## config.mk

```make
export PLATFORM = sky130hd
export DESIGN_NAME = gpr_read_sequencer
export DESIGN_NICKNAME = d
export VERILOG_FILES = /design/src/rtl/gpr_seq_pkg.sv /design/src/rtl/gpr_read_sequencer_capture.sv /design/src/rtl/gpr_read_sequencer.sv
export SDC_FILE = /design/constraint.sdc
export NUM_CORES = 1
export LEC_CHECK = 0
export ABC_AREA = 1
export CAP_MARGIN = 20
export CORE_AREA = 2 2 212 214
export DETAILED_ROUTE_END_ITERATION = 10
export DIE_AREA = 0 0 214 216
export PLACE_DENSITY = 0.74
export SLEW_MARGIN = 20
export SYNTH_ARGS = -nofsm -noshare
export SYNTH_HDL_FRONTEND = slang
export SYNTH_SLANG_ARGS = --single-unit
```

## constraint.sdc

```tcl
create_clock -name clk -period 1.74 [get_ports clk]
set_input_delay 0.261 -clock clk [delete_from_list [all_inputs] [get_ports clk]]
set_output_delay 0.261 -clock clk [all_outputs]
set_load 0.01 [all_outputs]
```

## src/rtl/gpr_seq_pkg.sv

```systemverilog
// Shared types and default sizes for the GPR operand read sequencer.
// Optional build macro: GPR_READ_ZERO_SKIP_EN (register index 0 reads as zero, no RAM access).
package gpr_seq_pkg;

   localparam int DEF_NUM_THREADS = 4;
   localparam int DEF_XLEN        = 32;
   localparam int DEF_NUM_WARPS   = 4;
   localparam int DEF_NUM_REGS    = 32;

   localparam int WID_BITS   = $clog2(DEF_NUM_WARPS);
   localparam int REG_BITS   = $clog2(DEF_NUM_REGS);
   localparam int RADDR_BITS = WID_BITS + REG_BITS;

`ifdef GPR_READ_ZERO_SKIP_EN
   localparam bit ZERO_SKIP = 1'b1;
`else
   localparam bit ZERO_SKIP = 1'b0;
`endif

   typedef enum logic [2:0] {
      ST_IDLE   = 3'd0,
      ST_RD_RS1 = 3'd1,
      ST_RD_RS2 = 3'd2,
      ST_RD_RS3 = 3'd3,
      ST_DRAIN  = 3'd4,
      ST_RSP    = 3'd5
   } seq_state_t;

   typedef enum logic [1:0] {
      TAG_NONE = 2'd0,
      TAG_RS1  = 2'd1,
      TAG_RS2  = 2'd2,
      TAG_RS3  = 2'd3
   } capture_tag_t;

endpackage

```

## src/rtl/gpr_read_sequencer_capture.sv

```systemverilog
// Operand capture: tag register naming the operand whose RAM data arrives this
// cycle, plus the three per-thread operand registers (cleared on accept).
module gpr_operand_capture
   import gpr_seq_pkg::*;
#(
   parameter int NUM_THREADS = DEF_NUM_THREADS,
   parameter int XLEN        = DEF_XLEN
) (
   input  logic                        clk,
   input  logic                        reset_n,
   input  logic                        clear,
   input  logic [1:0]                  issue_tag,
   input  logic [NUM_THREADS*XLEN-1:0] rdata,
   output logic [NUM_THREADS*XLEN-1:0] rs1_data,
   output logic [NUM_THREADS*XLEN-1:0] rs2_data,
   output logic [NUM_THREADS*XLEN-1:0] rs3_data
);

   capture_tag_t tag;

   // Tag follows the address issued one cycle earlier, matching RAM latency.
   always_ff @(posedge clk or negedge reset_n) begin
      if (!reset_n) begin
         tag <= TAG_NONE;
      end else begin
         tag <= capture_tag_t'(issue_tag);
      end
   end

   // Operand registers: cleared on accept, otherwise loaded from the RAM per tag.
   always_ff @(posedge clk or negedge reset_n) begin
      if (!reset_n) begin
         rs1_data <= '0;
         rs2_data <= '0;
         rs3_data <= '0;
      end else if (clear) begin
         rs1_data <= '0;
         rs2_data <= '0;
         rs3_data <= '0;
      end else begin
         case (tag)
            TAG_RS1: rs1_data <= rdata;
            TAG_RS2: rs2_data <= rdata;
            TAG_RS3: rs3_data <= rdata;
            default: ;
         endcase
      end
   end

endmodule

```

## src/rtl/gpr_read_sequencer.sv

```systemverilog
// GPR operand read sequencer: fetches rs1, rs2 and optionally rs3 of one issued
// instruction through a single-read-port banked register file RAM and presents
// them as one response bundle.
// Optional build macro: GPR_READ_ZERO_SKIP_EN (operands with index 0 are not
// read and return zero lanes; their read states are skipped).
//
// state   | meaning
// IDLE    | waiting for a request
// RD_RS1  | rs1 address on the RAM port
// RD_RS2  | rs2 address on the RAM port
// RD_RS3  | rs3 address on the RAM port
// DRAIN   | last read data returning, captured this cycle
// RSP     | bundle presented, waiting for rsp_ready
module gpr_read_sequencer
   import gpr_seq_pkg::*;
#(
   parameter int NUM_THREADS = DEF_NUM_THREADS,
   parameter int XLEN        = DEF_XLEN,
   parameter int NUM_WARPS   = DEF_NUM_WARPS,
   parameter int NUM_REGS    = DEF_NUM_REGS
) (
   input  logic                                         clk,
   input  logic                                         reset_n,
   input  logic                                         req_valid,
   output logic                                         req_ready,
   input  logic [$clog2(NUM_WARPS)-1:0]                 req_wid,
   input  logic [$clog2(NUM_REGS)-1:0]                  req_rs1,
   input  logic [$clog2(NUM_REGS)-1:0]                  req_rs2,
   input  logic [$clog2(NUM_REGS)-1:0]                  req_rs3,
   input  logic                                         req_use_rs3,
   output logic                                         rf_rden,
   output logic [$clog2(NUM_WARPS)+$clog2(NUM_REGS)-1:0] rf_raddr,
   input  logic [NUM_THREADS*XLEN-1:0]                  rf_rdata,
   output logic                                         rsp_valid,
   input  logic                                         rsp_ready,
   output logic [$clog2(NUM_WARPS)-1:0]                 rsp_wid,
   output logic [NUM_THREADS*XLEN-1:0]                  rsp_rs1_data,
   output logic [NUM_THREADS*XLEN-1:0]                  rsp_rs2_data,
   output logic [NUM_THREADS*XLEN-1:0]                  rsp_rs3_data
);

   localparam int WB = $clog2(NUM_WARPS);
   localparam int RB = $clog2(NUM_REGS);

   seq_state_t      state;
   seq_state_t      state_nx;
   seq_state_t      first_rd;
   seq_state_t      rd_after_rs1;
   seq_state_t      rd_after_rs2;
   capture_tag_t    issue_tag;

   logic [WB-1:0]    wid_q;
   logic [RB-1:0]    rs1_q;
   logic [RB-1:0]    rs2_q;
   logic [RB-1:0]    rs3_q;
   logic             use_rs3_q;

   logic [WB-1:0]    wid_sel;
   logic [RB-1:0]    rs1_sel;
   logic [RB-1:0]    rs2_sel;
   logic [RB-1:0]    rs3_sel;
   logic             use_rs3_sel;
   logic [WB+RB-1:0] raddr_nx;
   logic             accept;

   // With zero-skip, index 0 is a hardwired zero and never touches the RAM.
   function automatic logic needs_read(input logic [RB-1:0] idx);
      return (ZERO_SKIP == 1'b0) || (idx != '0);
   endfunction

   assign req_ready = (state == ST_IDLE) | ((state == ST_RSP) & rsp_ready);
   assign accept    = req_valid & req_ready;
   assign rsp_wid   = wid_q;

   // A request accepted this cycle steers the next addresses directly.
   assign wid_sel     = accept ? req_wid     : wid_q;
   assign rs1_sel     = accept ? req_rs1     : rs1_q;
   assign rs2_sel     = accept ? req_rs2     : rs2_q;
   assign rs3_sel     = accept ? req_rs3     : rs3_q;
   assign use_rs3_sel = accept ? req_use_rs3 : use_rs3_q;

   // Next read chain and FSM next state.
   always_comb begin
      rd_after_rs2 = (use_rs3_sel && needs_read(rs3_sel)) ? ST_RD_RS3 : ST_DRAIN;
      rd_after_rs1 = needs_read(rs2_sel) ? ST_RD_RS2 : rd_after_rs2;
      if (needs_read(rs1_sel)) begin
         first_rd = ST_RD_RS1;
      end else if (rd_after_rs1 == ST_DRAIN) begin
         first_rd = ST_RSP;
      end else begin
         first_rd = rd_after_rs1;
      end

      state_nx = state;
      case (state)
         ST_IDLE:   if (accept) state_nx = first_rd;
         ST_RD_RS1: state_nx = rd_after_rs1;
         ST_RD_RS2: state_nx = rd_after_rs2;
         ST_RD_RS3: state_nx = ST_DRAIN;
         ST_DRAIN:  state_nx = ST_RSP;
         ST_RSP:    if (rsp_ready) state_nx = accept ? first_rd : ST_IDLE;
         default:   state_nx = ST_IDLE;
      endcase
   end

   // RAM address for the upcoming read state, and capture tag for the current one.
   always_comb begin
      raddr_nx = rf_raddr;
      case (state_nx)
         ST_RD_RS1: raddr_nx = {wid_sel, rs1_sel};
         ST_RD_RS2: raddr_nx = {wid_sel, rs2_sel};
         ST_RD_RS3: raddr_nx = {wid_sel, rs3_sel};
         default:   raddr_nx = rf_raddr;
      endcase

      case (state)
         ST_RD_RS1: issue_tag = TAG_RS1;
         ST_RD_RS2: issue_tag = TAG_RS2;
         ST_RD_RS3: issue_tag = TAG_RS3;
         default:   issue_tag = TAG_NONE;
      endcase
   end

   // FSM state with registered RAM strobe/address and response valid.
   always_ff @(posedge clk or negedge reset_n) begin
      if (!reset_n) begin
         state     <= ST_IDLE;
         rf_rden   <= 1'b0;
         rf_raddr  <= '0;
         rsp_valid <= 1'b0;
      end else begin
         state     <= state_nx;
         rf_rden   <= (state_nx == ST_RD_RS1) || (state_nx == ST_RD_RS2) ||
                      (state_nx == ST_RD_RS3);
         rf_raddr  <= raddr_nx;
         rsp_valid <= (state_nx == ST_RSP);
      end
   end

   // Request fields held for the whole sequence.
   always_ff @(posedge clk or negedge reset_n) begin
      if (!reset_n) begin
         wid_q     <= '0;
         rs1_q     <= '0;
         rs2_q     <= '0;
         rs3_q     <= '0;
         use_rs3_q <= 1'b0;
      end else if (accept) begin
         wid_q     <= req_wid;
         rs1_q     <= req_rs1;
         rs2_q     <= req_rs2;
         rs3_q     <= req_rs3;
         use_rs3_q <= req_use_rs3;
      end
   end

   gpr_operand_capture #(
      .NUM_THREADS (NUM_THREADS),
      .XLEN        (XLEN)
   ) u_capture (
      .clk       (clk),
      .reset_n   (reset_n),
      .clear     (accept),
      .issue_tag (issue_tag),
      .rdata     (rf_rdata),
      .rs1_data  (rsp_rs1_data),
      .rs2_data  (rsp_rs2_data),
      .rs3_data  (rsp_rs3_data)
   );

endmodule

```

==> results of run 1 <==
-- repair_timing --
action	CTS	global route
pin swaps	1	11
endpoints found under the setup margin	557	502
resized for setup	530	327
cloned	28	27
hold endpoints to repair	118	0
setup buffers	22	18
hold buffers	1	0
-- cell usage after synthesis (2+ instances only) --
| master | count | share of area, % |
|---|---|---|
| buf_2 | 83 | 2.7 |
| clkbuf_1 | 20 | 0.49 |
| dfrtp_1 | 416 | 67 |
| inv_1 | 15 | 0.36 |
| inv_2 | 4 | 0.097 |
| mux2_2 | 2 | 0.15 |
| nand2_1 | 559 | 14 |
| nand2_2 | 2 | 0.081 |
| nand3_1 | 12 | 0.39 |
| nand3_4 | 2 | 0.23 |
| nand4_1 | 12 | 0.49 |
| nor2_1 | 18 | 0.44 |
| o211ai_1 | 5 | 0.24 |
| o21a_1 | 5 | 0.24 |
| o21ai_0 | 207 | 6.7 |
| o21ai_1 | 177 | 5.7 |
| o21ai_2 | 3 | 0.17 |
-- cells by family after synthesis --
family	Yosys count	share of synthesized area, %
mux	2	0.1460
simple gates	608	15.39
buf+inv	124	3.739
flops	416	67.48
compound gates	399	13.25
-- power by group through the flow --
stage / Combinational (mW) / Clock (mW) / Sequential (mW)
after global routing: 33.9 / 10.3 / 17.6
after floorplan: 8.71 / 0 / 18.5
final: 32.0 / 9.80 / 17.2
after detailed placement: 24.4 / 0 / 16.9
after CTS: 27.2 / 9.88 / 16.8
after global placement: 23.8 / 0 / 16.8
-- final cells by class --
class	instances	area, µm²
Tap cell	592	740.7
Clock inverter	14	198.9
Inverter	19	140.1
Timing Repair Buffer	710	7844
Timing Repair inverter	9	153.9
Multi-Input combinational cell	1011	5529
Fill cell	3362	17510
Sequential cell	416	10410
Clock buffer	63	1304
-- flip-flops by register name (all words and copies together), names as in the netlist --
register            cells
rf_raddr                7
rf_rden                 1
rs1_q                   5
rs2_q                   5
rs3_q                   5
rsp_valid               1
rsp_wid                 2
state                   3
u_capture.rs1_data    128
u_capture.rs2_data    128
u_capture.rs3_data    128
u_capture.tag           2
use_rs3_q               1
-- layout by cell type (no fill, tap or decap), types with 8 or more instances in the layout --
| cell | count |
|---|---|
| buf_16 | 27 |
| nor2_1 | 17 |
| nand2_2 | 122 |
| o21ai_1 | 222 |
| buf_12 | 27 |
| o21ai_2 | 76 |
| nand4_1 | 12 |
| nand2_1 | 384 |
| dfrtp_1 | 415 |
| o21ai_0 | 85 |
| clkbuf_8 | 11 |
| buf_6 | 28 |
| clkinv_2 | 8 |
| nand2_4 | 56 |
| clkdlybuf4s50_1 | 264 |
| buf_4 | 48 |
| nand3_1 | 8 |
| dlygate4sd2_1 | 272 |
| inv_1 | 15 |
| buf_8 | 14 |
| clkbuf_16 | 64 |
-- per-stage QoR --
step	utilization [%]	cells	instance area [µm²]	power, mW	hold WS [ps]
2_1_floorplan	-	1549	15430	27.20	-34.59
3_3_place_gp	50.37	2670	22080	40.60	196.7
3_5_place_dp	50.37	2670	22080	41.31	195.6
4_1_cts	56.41	2796	24730	53.89	191.8
5_1_grt	60.05	2834	26320	61.90	183.6
6_report	60.05	2834	26320	59.04	164.9
-- how the worst min path moves through the flow --
stage | slack [ps] | to
after CTS | 190 | state[1]
after detailed placement | 200 | u_capture.rs2_data[108]
after global routing | 180 | state[1]
final | 160 | state[1]
after global placement | 200 | u_capture.rs2_data[112]
after floorplan | -30 | rf_raddr[0]
-- routing by layer --
metal,vias up,GRT usage [%]
met2,827,40.37
met3,206,6.314
li1,6455,-
met1,7369,30.54
met5,-,0
met4,0,10.37
-- critical path, stage by stage, from the launching register on --
cell,delay [ps]
dfrtp_2,450
a21oi_4,170
buf_6,120
nand3_4,160
o21ai_4,180
bufinv_16,240
buf_12,160
clkbuf_16,180
nand2_2,60
o21ai_1,60
==> impl_metrics.env, run 1 <==
export IMPL_root_buffer="clkbuf_16"
export IMPL_initial_core_util_pct=35.19
export IMPL_route_met3_wl_um=5302
export IMPL_cts_sinks=416
export IMPL_portBuffers=545
export IMPL_power_share_combinational_pct=54.2
export IMPL_max_cap_violations=0
export IMPL_required_ps=2180
export IMPL_period_share_pct=111.2
export IMPL_antenna_found_initial=0
export IMPL_drc=0
export IMPL_worstSetupStartpointType="register"
export IMPL_status="complete, but fails checks"
export IMPL_dp_hpwl_um=36030
export IMPL_cp_startpoint="state[0]"
export IMPL_io_pins=546
export IMPL_r2r_end="u_capture.rs3_data[55]"
export IMPL_p_sw_share_pct=40.40
export IMPL_grtUsageTotal_pct=24.46
export IMPL_met1_length_um=23940
export IMPL_postSynthCellCount=1549
export IMPL_clk_pin_slew_worst_paths_ps=60
export IMPL_dr_pass1_iters=5
export IMPL_worst_pin_slew_ps=469.3
export IMPL_rrSetupSlack_ps=-190
export IMPL_violations="setup timing"
export IMPL_cp_arrival_ps=2370
export IMPL_die_area_um2=46220
export IMPL_end_kind="register"
export IMPL_syn_area_per_cell_um2=9.960
export IMPL_min_path_type="in2async"
export IMPL_ant_nets=0
export IMPL_worstSkewPairLatency_ps=550
export IMPL_internal_power_mw=35.19
export IMPL_grt_overflow_total=0
export IMPL_ys_seq_area_share_pct=67.48
export IMPL_finalCriticalPeriod_ps=1934
export IMPL_via_per_inst=5.242
export IMPL_relSlewSlack_pct=68.71
export IMPL_drive_above_1_share_pct=23.24
export IMPL_p_clk_share_pct=16.6
export IMPL_crit_end="u_capture.rs3_data[55]"
export IMPL_vias=14857
export IMPL_routed_wl_um=62670
export IMPL_syn2layout_area_growth_pct=70.62
export IMPL_p_leak_nw=12.77
export IMPL_top_layer_used="met4"
export IMPL_std_cell_rows=77
export IMPL_die_height_um=216
export IMPL_wl_met2_um=30340
export IMPL_netlist_cell_type_count=24
export IMPL_cts_tree="built"
export IMPL_finalNetCount=2361
export IMPL_fin_setup_tns_ps=-23160
export IMPL_rsz0062_at_grt="yes"
export IMPL_synth_area_um2=15430
export IMPL_drtIter0Drc=1363
export IMPL_ff2ff_path_depth=9
export IMPL_p_sw_mw=23.85
export IMPL_setup_slack_ps=-194.2
export IMPL_fmax_ghz=0.5170
export IMPL_place_gp_congestion=0.8862
export IMPL_ys_ff_latch=416
export IMPL_cts_htree_levels=2
export IMPL_first_global_vias=14453
export IMPL_cts_max_path_buffers=3
export IMPL_finalSetupViolCount=355
export IMPL_grt_pass1_wl_um=87600
export IMPL_clock_skew_ps=15.28
export IMPL_crit_type="reg2reg"
export IMPL_syn_nets=1699
export IMPL_pre_cts_ws_ps=-324.9
export IMPL_hold_viol=0
export IMPL_diodes=0
export IMPL_power_frac_seq_pct=29.2
export IMPL_vdd_ir_drop_max_v=0.001215
export IMPL_ys_flop_type="dfrtp_1"
export IMPL_powerDensity_nw_per_um2=2243
export IMPL_grt_max_degree=71
export IMPL_cts_buffers=44
export IMPL_slew_violations=0
export IMPL_core_area_um2=43840
export IMPL_r2r_start="state[0]"
export IMPL_crit_fanout=7
export IMPL_async_reset_ff_share_pct=100.0
export IMPL_die_x_um=214
export IMPL_yosys_warnings=0
export IMPL_wl_per_cell_um=22.11
export IMPL_synth_edf_count=0
Power figures use the tool's default switching activity.
==> inputs of run 2 (changes only) <==
--- a/config.mk
+++ b/config.mk
@@ -10,8 +10,8 @@
 export CORE_AREA = 2 2 212 214
 export DETAILED_ROUTE_END_ITERATION = 10
 export DIE_AREA = 0 0 214 216
-export PLACE_DENSITY = 0.74
-export SLEW_MARGIN = 20
+export PLACE_DENSITY = 0.75
+export SLEW_MARGIN = 10
 export SYNTH_ARGS = -nofsm -noshare
 export SYNTH_HDL_FRONTEND = slang
 export SYNTH_SLANG_ARGS = --single-unit
==> run 2 against run 1 <==
Compared with the run above:
- the run still ends with setup timing left
- via count fell by 5.5%
- clock skew fell by 1.9 ps
- setup slack improved by 92 ps
- total power fell by 9.8%
- sequential power fell by 2%
- non-clock buffer count fell by 45
- fmax rose by 5.0%
- sequential share of layout area rose by 3.1 points
- critical path type unchanged
- largest cell class unchanged
==> impl_metrics.env, run 2 (synthesis gave the netlist of run 1 again) <==
export IMPL_required_ps=2170
export IMPL_clock_skew_ps=13.38
export IMPL_fillers=3719
export IMPL_min_path_type="in2async"
export IMPL_crit_fanout=18
export IMPL_fin_setup_tns_ps=-1059
export IMPL_hold_ws_ps=242.2
export IMPL_drc=0
export IMPL_io_pins=546
export IMPL_die_x_um=214
export IMPL_cts_max_path_buffers=3
export IMPL_rsz0062_at_grt="yes"
export IMPL_powerDensity_nw_per_um2=2182
export IMPL_worstSkewPairLatency_ps=560
export IMPL_slew_violations=0
export IMPL_most_common_layout_cells="523 x nand2_1, 413 x dfrtp_1, 340 x dlygate4sd2_1"
export IMPL_via_per_inst=5.039
export IMPL_grtUsageTotal_pct=21.85
export IMPL_first_global_vias=13950
export IMPL_vias=14045
export IMPL_grt_pass1_wl_um=79700
export IMPL_critPathMaxStageDelay_ps=390
export IMPL_rrSetupSlack_ps=-100
export IMPL_fmax_ghz=0.5428
export IMPL_finalSetupViolCount=44
export IMPL_p_leak_nw=12.15
export IMPL_end_kind="register"
export IMPL_setup_slack_ps=-102.2
export IMPL_wl_per_cell_um=19.78
export IMPL_cts_buffers=45
export IMPL_crit_type="reg2reg"
export IMPL_syn2layout_area_growth_pct=58.27
export IMPL_max_cap_violations=0
export IMPL_cts_htree_levels=2
export IMPL_cp_arrival_ps=2270
export IMPL_ant_nets=0
export IMPL_root_buffer="clkbuf_16"
export IMPL_grt_overflow_total=0
export IMPL_diodes=0
export IMPL_vdd_ir_drop_max_v=0.001140
export IMPL_die_height_um=216
export IMPL_relSlewSlack_pct=66.27
export IMPL_die_area_um2=46220
export IMPL_layout_commonest_cell="nand2_1"
export IMPL_core_area_um2=43840
export IMPL_finalCriticalPeriod_ps=1842
export IMPL_antenna_found_initial=0
export IMPL_routed_wl_um=55120
export IMPL_status="complete, but fails checks"
export IMPL_top_regs="u_capture.rs1_data x128, u_capture.rs2_data x128, u_capture.rs3_data x128"
export IMPL_dp_hpwl_um=35670
export IMPL_cts_tree="built"
export IMPL_portBuffers=545
export IMPL_clk_pin_slew_worst_paths_ps=60
export IMPL_worstSetupStartpointType="register"
export IMPL_violations="setup timing"
export IMPL_drtIter0Drc=1191
export IMPL_drive_above_1_share_pct=12.53
export IMPL_stdcell_area_um2=24420
export IMPL_initial_core_util_pct=35.19
export IMPL_grt_max_degree=66
export IMPL_placed_area_um2=22160
export IMPL_cts_sinks=416
export IMPL_finalNetCount=2313
export IMPL_place_gp_congestion=0.8806
export IMPL_dr_pass1_iters=5
export IMPL_std_cell_rows=77
export IMPL_worst_pin_slew_ps=506.0
export IMPL_period_share_pct=105.9
export IMPL_cp_slowest_cell="dfrtp_2"
export IMPL_cp_cell_sequence="inv_2 -> a21oi_4 -> buf_6 -> nand3_4 -> o21ai_4 -> bufinv_16 -> clkbuf_16 -> nand2_1 -> o21ai_1"
export IMPL_hold_viol=0
export IMPL_pre_cts_ws_ps=-275.5
## run 2: worst paths after layout
kind | from | to | cells past startpoint
max reg2reg | state[2] | u_capture.rs1_data[10] | 9
min | reset_n | u_capture.rs1_data[67] | 2
min reg2reg | rs3_q[2] | rs3_q[2] | 2
max | state[2] | u_capture.rs1_data[10] | 9
max in group asynchronous | reset_n | u_capture.rs1_data[38] | 3
min in group clk | rf_rdata[49] | u_capture.rs2_data[49] | 3
## run 2: power breakdown
group / internal (mW) / total (mW) / switching, mW
combinational: 12.1 / 26.8 / 14.7
clock: 5.76 / 9.67 / 3.90
sequential: 14.3 / 16.8 / 2.54
total: 32.1 / 53.3 / 21.2
## run 2: critical path, delay by kind of cell (launching register included)
kind / cells / cell delay [ps]
buf+inv: 4 / 660
compound gates: 3 / 400
flops: 1 / 390
simple gates: 2 / 230
## run 2: area by class of cell
| class | count | area (µm²) | share of cell area (%) |
|---|---|---|---|
| sequential | 416 | 10410 | 42.65 |
| timing repair buffer | 665 | 6858 | 28.09 |
| multi-input combinational | 1010 | 4672 | 19.13 |
| clock buffer | 64 | 1330 | 5.447 |
| tap | 592 | 740.7 | 3.034 |
| clock inverter | 15 | 171.4 | 0.7020 |
| inverter | 19 | 150.1 | 0.6149 |
| timing repair inverter | 6 | 81.33 | 0.3331 |
## run 2: metal layers
metal  up-vias  global-route usage [%]  share of wire, %
li1       6343                       -                 -
met1      6937                   26.72                39
met2       642                   36.61                49
met3       123                   5.765               7.7
met4         0                   9.277               4.0
met5         -                       0                 0
## run 2: through the flow
stage | total power, mW | utilization, % | cells
5_1_grt | 56.32 | 55.70 | 2787
2_1_floorplan | 27.20 | - | 1549
6_report | 53.28 | 55.70 | 2787
4_1_cts | 50.09 | 53.72 | 2761
3_5_place_dp | 41.58 | 50.55 | 2667
3_3_place_gp | 40.83 | 50.55 | 2667
## run 2: what timing repair did
action,4_1_cts,5_1_grt
hold endpoints to repair,40,0
endpoints found under the setup margin,533,384
hold buffers,1,0
buffers inserted,7,3
cloned,7,23
resized for setup,367,177
pin swaps,2,1
